==> src/rtl/hazard_sequencer.sv <==
// Pipeline hazard/stall sequencer: load-use bubbles, memory-wait freeze, flush gating, boot clear, watchdog and perf counters.
// Latency: control outputs combinational from registered state + current inputs; state, watchdog flag and counters update next cycle.
// Backpressure: an incomplete data-memory access (mem_req && !mem_ready) freezes the whole pipeline until mem_ready.
module hazard_sequencer #(
    parameter int REG_ADDR_W  = 5,
    parameter int CNT_W       = 32,
    parameter int MEM_TIMEOUT = 255
) (
    input  logic                  clk,
    input  logic                  arst_n,
    input  logic [REG_ADDR_W-1:0] id_rs1,
    input  logic [REG_ADDR_W-1:0] id_rs2,
    input  logic                  id_uses_rs2,
    input  logic [REG_ADDR_W-1:0] ex_rd,
    input  logic                  ex_mem_read,
    input  logic                  flush_req,
    input  logic                  mem_req,
    input  logic                  mem_ready,
    output logic                  pc_write,
    output logic                  if_id_write,
    output logic                  if_id_flush,
    output logic                  id_ex_bubble,
    output logic                  pipe_freeze,
    output logic [1:0]            state,
    output logic                  mem_timeout,
    output logic [CNT_W-1:0]      stall_cycles,
    output logic [CNT_W-1:0]      flush_count
);

    typedef enum logic [1:0] {
        BOOT     = 2'b00,
        RUN      = 2'b01,
        MEM_WAIT = 2'b10
    } state_t;

    localparam logic [15:0]      TIMEOUT_V = 16'(MEM_TIMEOUT);
    localparam logic [15:0]      WAIT_MAX  = 16'hFFFF;
    localparam logic [CNT_W-1:0] CNT_MAX   = '1;
    localparam logic [CNT_W-1:0] CNT_ONE   = CNT_W'(1);

    state_t                r_state;
    state_t                w_state_nxt;
    logic [15:0]           r_wait_cnt;
    logic                  r_mem_timeout;
    logic [CNT_W-1:0]      r_stall_cnt;
    logic [CNT_W-1:0]      r_flush_cnt;

    logic                  w_lu_hazard;
    logic                  w_mem_stall;
    logic                  w_rs1_match;
    logic                  w_rs2_match;
    logic                  w_active;

    // x0 is hardwired zero, so a load targeting it never creates a dependency.
    assign w_rs1_match = (ex_rd == id_rs1);
    assign w_rs2_match = id_uses_rs2 && (ex_rd == id_rs2);
    assign w_lu_hazard = ex_mem_read && (ex_rd != '0) && (w_rs1_match || w_rs2_match);
    assign w_mem_stall = mem_req && !mem_ready;
    assign w_active    = (r_state != BOOT);

    always_ff @(posedge clk or negedge arst_n) begin
        if (!arst_n) begin
            r_state <= BOOT;
        end else begin
            r_state <= w_state_nxt;
        end
    end

    always_comb begin
        w_state_nxt  = r_state;
        pc_write     = 1'b1;
        if_id_write  = 1'b1;
        if_id_flush  = 1'b0;
        id_ex_bubble = 1'b0;
        pipe_freeze  = 1'b0;
        case (r_state)
            BOOT: begin
                pc_write     = 1'b0;
                if_id_write  = 1'b0;
                if_id_flush  = 1'b1;
                id_ex_bubble = 1'b1;
                w_state_nxt  = RUN;
            end
            RUN, MEM_WAIT: begin
                // Freeze wins: ID is held, so a pending flush_req re-presents after the wait.
                if (w_mem_stall) begin
                    pipe_freeze = 1'b1;
                    pc_write    = 1'b0;
                    if_id_write = 1'b0;
                end else if (w_lu_hazard) begin
                    pc_write     = 1'b0;
                    if_id_write  = 1'b0;
                    id_ex_bubble = 1'b1;
                end else if (flush_req) begin
                    if_id_flush = 1'b1;
                end
                w_state_nxt = w_mem_stall ? MEM_WAIT : RUN;
            end
            default: begin
                pc_write     = 1'b0;
                if_id_write  = 1'b0;
                if_id_flush  = 1'b1;
                id_ex_bubble = 1'b1;
                w_state_nxt  = BOOT;
            end
        endcase
    end

    always_ff @(posedge clk or negedge arst_n) begin
        if (!arst_n) begin
            r_wait_cnt    <= '0;
            r_mem_timeout <= 1'b0;
        end else begin
            if (r_state == MEM_WAIT) begin
                if (r_wait_cnt != WAIT_MAX) begin
                    r_wait_cnt <= r_wait_cnt + 16'd1;
                end
                if (w_mem_stall && (r_wait_cnt == TIMEOUT_V)) begin
                    r_mem_timeout <= 1'b1;
                end
            end else begin
                r_wait_cnt <= '0;
            end
        end
    end

    always_ff @(posedge clk or negedge arst_n) begin
        if (!arst_n) begin
            r_stall_cnt <= '0;
            r_flush_cnt <= '0;
        end else begin
            if (w_active && !pc_write && (r_stall_cnt != CNT_MAX)) begin
                r_stall_cnt <= r_stall_cnt + CNT_ONE;
            end
            if (w_active && if_id_flush && (r_flush_cnt != CNT_MAX)) begin
                r_flush_cnt <= r_flush_cnt + CNT_ONE;
            end
        end
    end

    assign state        = r_state;
    assign mem_timeout  = r_mem_timeout;
    assign stall_cycles = r_stall_cnt;
    assign flush_count  = r_flush_cnt;

endmodule

==> config.mk <==
export PLATFORM = sky130hd
export DESIGN_NAME = hazard_sequencer
export DESIGN_NICKNAME = d
export VERILOG_FILES = /design/src/rtl/hazard_sequencer.sv
export SDC_FILE = /design/constraint.sdc
export NUM_CORES = 1
export LEC_CHECK = 0
export BUFFER_PORTS_ARGS = -buffer_cell sky130_fd_sc_hd__buf_2
export CAP_MARGIN = 20
export CORE_ASPECT_RATIO = 1.5
export CORE_MARGIN = 2
export CORE_UTILIZATION = 55
export DETAILED_ROUTE_END_ITERATION = 6
export MAX_ROUTING_LAYER = met4
export PLACE_DENSITY = 0.81
export SETUP_SLACK_MARGIN = 0.4
export SYNTH_ARGS = -nofsm -noshare
export SYNTH_HDL_FRONTEND = slang
export SYNTH_SLANG_ARGS = --single-unit
export TNS_END_PERCENT = 5
==> constraint.sdc <==
create_clock -name clk -period 5.98 [get_ports clk]
set_clock_uncertainty 0.15 [all_clocks]
set_input_delay 0.598 -clock clk [delete_from_list [all_inputs] [get_ports clk]]
set_output_delay 0.598 -clock clk [all_outputs]
set_load 0.01 [all_outputs]
==> flow_metrics.py <==
metrics = {
    "outcome": {
        "outcome": "finished clean",
    },
    "worst_setup_path": {
        "startpoint_type": "input pin",
        "cp_data_arrival_time_ps": 1960,
        "cp.required_ps": 5230,
        "path_class": "input pin to output port",
        "worstPathMaxFanout": 4,
        "end_kind": "output port",
    },
    "detailed_routing": {
        "drt_iter0_drc": 208,
        "wl_per_cell_um": 15.5,
        "drc_errors": 0,
        "ant_nets": 0,
        "drt_pass1_iterations": 4,
        "viasPerCell": 5.56,
        "drt-total-wl_um": 9470,
        "route.vias.total": 3393,
    },
    "synth": {
        "synthAdderAreaFrac_pct": 1.77,
        "synthCells": 403,
        "ys_seq_elements": 83,
        "yosysSeqAreaShare_pct": 48.9,
        "async_flop_share_pct": 100,
        "synthMuxAreaShare_pct": 0.500,
        "synth_edf_count": 0,
        "synth_xor_area_share_pct": 16.3,
        "yosys.area_share.simple_pct": 26.2,
        "synth_top_family_by_area": "simple AND/OR/NAND/NOR gates",
        "synthFlopType": "dfrtp_1",
        "synth_compound_area_share_pct": 4.65,
        "synth.distinct_cells": 50,
        "syn-cell-area_um2": 4250,
        "postSynthAreaPerCell_um2": 10.5,
        "yosysWarnings": 0,
        "syn_nets": 431,
    },
    "layout": {
        "regArea_um2": 2080,
        "multi_input_area_um2": 2100,
        "fin_nets": 531,
        "stdcell_count": 610,
        "n_fill_cell": 600,
        "utilization_pct": 68.2,
        "n_antenna_cell": 0,
        "final_layout_size_suffix_gt1_share_pct": 28.0,
        "areaGrowthSynthToFinish_pct": 21.4,
    },
    "sta": {
        "period_share_pct": 45.2,
        "setup_viol": 0,
        "min_period_ps": 2700,
        "tightestPinTransition_ps": 569,
        "slew_headroom_pct": 61.9,
        "hold_slack_ps": 334,
        "fin_tns_setup_ps": 0,
        "max_freq_ghz": 0.370,
        "slew_violations": 0,
        "rsz0062_at_grt": "no",
        "hold_viol": 0,
    },
    "cts": {
        "cts_root_buf": "clkbuf_16",
        "clk_latency_ps": 340,
        "post_cts.repair.setup_buffers": 0,
        "clock_path_buffers": 2,
        "cts_tree": "built",
        "ctsResizeCount": 0,
        "cts_made_buffers": 9,
        "h-tree-depth": 3,
        "clk_pin_slew_worst_paths_ps": 60,
        "cts_num_sinks": 83,
        "cts_hold_buffers": 0,
    },
    "place": {
        "port_buffers": 93,
        "placedCellCount": 592,
        "gp_congestion": 0.869,
        "place_hpwl_um": 6810,
    },
    "power_and_ir_drop": {
        "fin_total_pwr_mw": 1.65,
        "seq_power_share_pct": 40.9,
        "clock_power_share_pct": 34.9,
        "swShare_pct": 32.5,
        "vdd_drop_max_mv": 0.233,
        "p_int_mw": 1.11,
        "combPwrFrac_pct": 24.2,
        "power_switching_mw": 0.534,
        "power_density_nw_per_um2": 319,
        "leakagePower_nw": 2.42,
    },
    "floorplan": {
        "initial_core_util_pct": 56.2,
        "ios": 94,
        "core_area_um2": 7560,
        "chipWidth_um": 75.8,
        "die-area_um2": 8460,
        "fp.dieH_um": 112,
        "rows": 39,
    },
    "global_route": {
        "grt_overflow_total": 0,
        "grt_usage_pct": 24.6,
        "grt_pass1_wl_um": 15500,
        "antenna_found_initial": 0,
        "grt_max_degree": 84,
        "grt_pass1_vias": 3318,
    },
    "run": {
        "drv_cap": 0,
    },
    "worst_hold_path": {
        "hold_class": "flop to flop",
    },
}
-- through the flow --
step | area (um^2) | setup slack (ps)
after floorplan | 4250 | 3470
after global placement | 4810 | 3180
after detailed placement | 4810 | 3210
after CTS | 5120 | 3270
after global routing | 5160 | 3180
final | 5160 | 3280
-- state kept, by name, summed over array words and instances, names as in the netlist --
| register | count |
|---|---|
| r_wait_cnt | 16 |
| mem_timeout | 1 |
| state | 2 |
| flush_count | 32 |
| stall_cycles | 32 |
-- path summary, 6_finish.rpt --
path	endpoint	slack, ps	depth (start not counted)	from
hold reg to reg	flush_count[17]$_DFFE_PN0P_	330	1	flush_count[17]$_DFFE_PN0P_
min in group asynchronous	flush_count[29]$_DFFE_PN0P_	470	2	arst_n
hold / removal	flush_count[17]$_DFFE_PN0P_	330	1	flush_count[17]$_DFFE_PN0P_
max in group asynchronous	flush_count[2]$_DFFE_PN0P_	4630	3	arst_n
setup / recovery	if_id_write	3280	5	ex_rd[0]
setup reg to reg	stall_cycles[29]$_DFFE_PN0P_	3420	8	state[1]$_DFF_PN0_
-- cells in the mapped netlist (2+ instances only) --
| library cell | count | area, um^2 |
|---|---|---|
| nor4_2 | 4 | 50.1 |
| buf_4 | 2 | 15.0 |
| nand2_1 | 34 | 128 |
| nand3_1 | 39 | 195 |
| a31oi_1 | 2 | 12.5 |
| and4_1 | 4 | 35.0 |
| nor3_2 | 7 | 70.1 |
| nand4_1 | 25 | 156 |
| clkbuf_1 | 3 | 11.3 |
| xnor2_1 | 60 | 526 |
| o21ai_0 | 2 | 10.0 |
| dfrtp_1 | 83 | 2080 |
| nand3_2 | 4 | 40.0 |
| and2_1 | 5 | 31.3 |
| nor2_1 | 30 | 113 |
| nand2b_1 | 5 | 31.3 |
| and3_1 | 7 | 43.8 |
| xor2_1 | 19 | 166 |
| ha_1 | 6 | 75.1 |
| or3_1 | 6 | 37.5 |
| nor4_1 | 3 | 18.8 |
| o31ai_1 | 2 | 15.0 |
| inv_1 | 10 | 37.5 |
| nor3_1 | 7 | 35.0 |
| or2_2 | 3 | 18.8 |
| a21oi_1 | 7 | 35.0 |
-- kinds of logic (layout without fill, tap and decap cells) --
group / Yosys count / after routing
and+or+nand+nor: 193 / 193
DFF: 83 / 83
xor gates and xnor gates: 79 / 79
AOI/OAI and AO/OA: 24 / 24
buffers and inverters: 16 / 121
adders and majority gates: 6 / 6
muxes: 2 / 2
-- cell usage in the layout, fill, tap and decap left out, drive strengths merged, types with 2 or more instances in the layout --
| cell | n |
|---|---|
| nand4 | 26 |
| and4 | 6 |
| a21oi | 7 |
| nand3 | 43 |
| or3 | 6 |
| and2 | 5 |
| buf | 94 |
| dfrtp | 83 |
| a31oi | 2 |
| clkinv | 2 |
| clkbuf | 12 |
| or2 | 3 |
| o211ai | 2 |
| o21ai | 3 |
| nand2 | 35 |
| nor4 | 8 |
| and3 | 8 |
| nor3 | 14 |
| o31ai | 2 |
| ha | 6 |
| xor2 | 19 |
| nor2 | 31 |
| xnor2 | 60 |
| inv | 10 |
| nand2b | 5 |
-- power groups by stage --
stage | Sequential [mW] | Clock [mW] | Combinational (mW)
finish | 0.674 | 0.575 | 0.398
global route | 0.680 | 0.608 | 0.438
CTS | 0.674 | 0.584 | 0.394
detailed placement | 0.681 | 0 | 0.389
global placement | 0.679 | 0 | 0.383
floorplan | 0.691 | 0 | 0.252
-- per-layer routing --
metal	vias to the layer above	share of wire (%)	GRT usage, %
met5	-	0	-
met4	0	1.9	7.72
met3	14	4.4	6.70
met2	87	53	39.1
met1	1680	41	29.9
li1	1612	-	-
-- final cells by class --
cell class                 instances  share of cell area, %
clock buffer                      12                   5.16
clock inverter                     4                  0.921
inverter                          10                  0.727
multi-input combinational        304                   40.7
sequential                        83                   40.3
tap                              102                   2.47
timing repair buffer              95                   9.80
-- worst max-delay path, cell delays in order --
cell      delay [ps]
buf_2            120
or4_4            540
o21a_1           230
a21boi_2         280
buf_2            190
(Power assumes the default switching activity.)
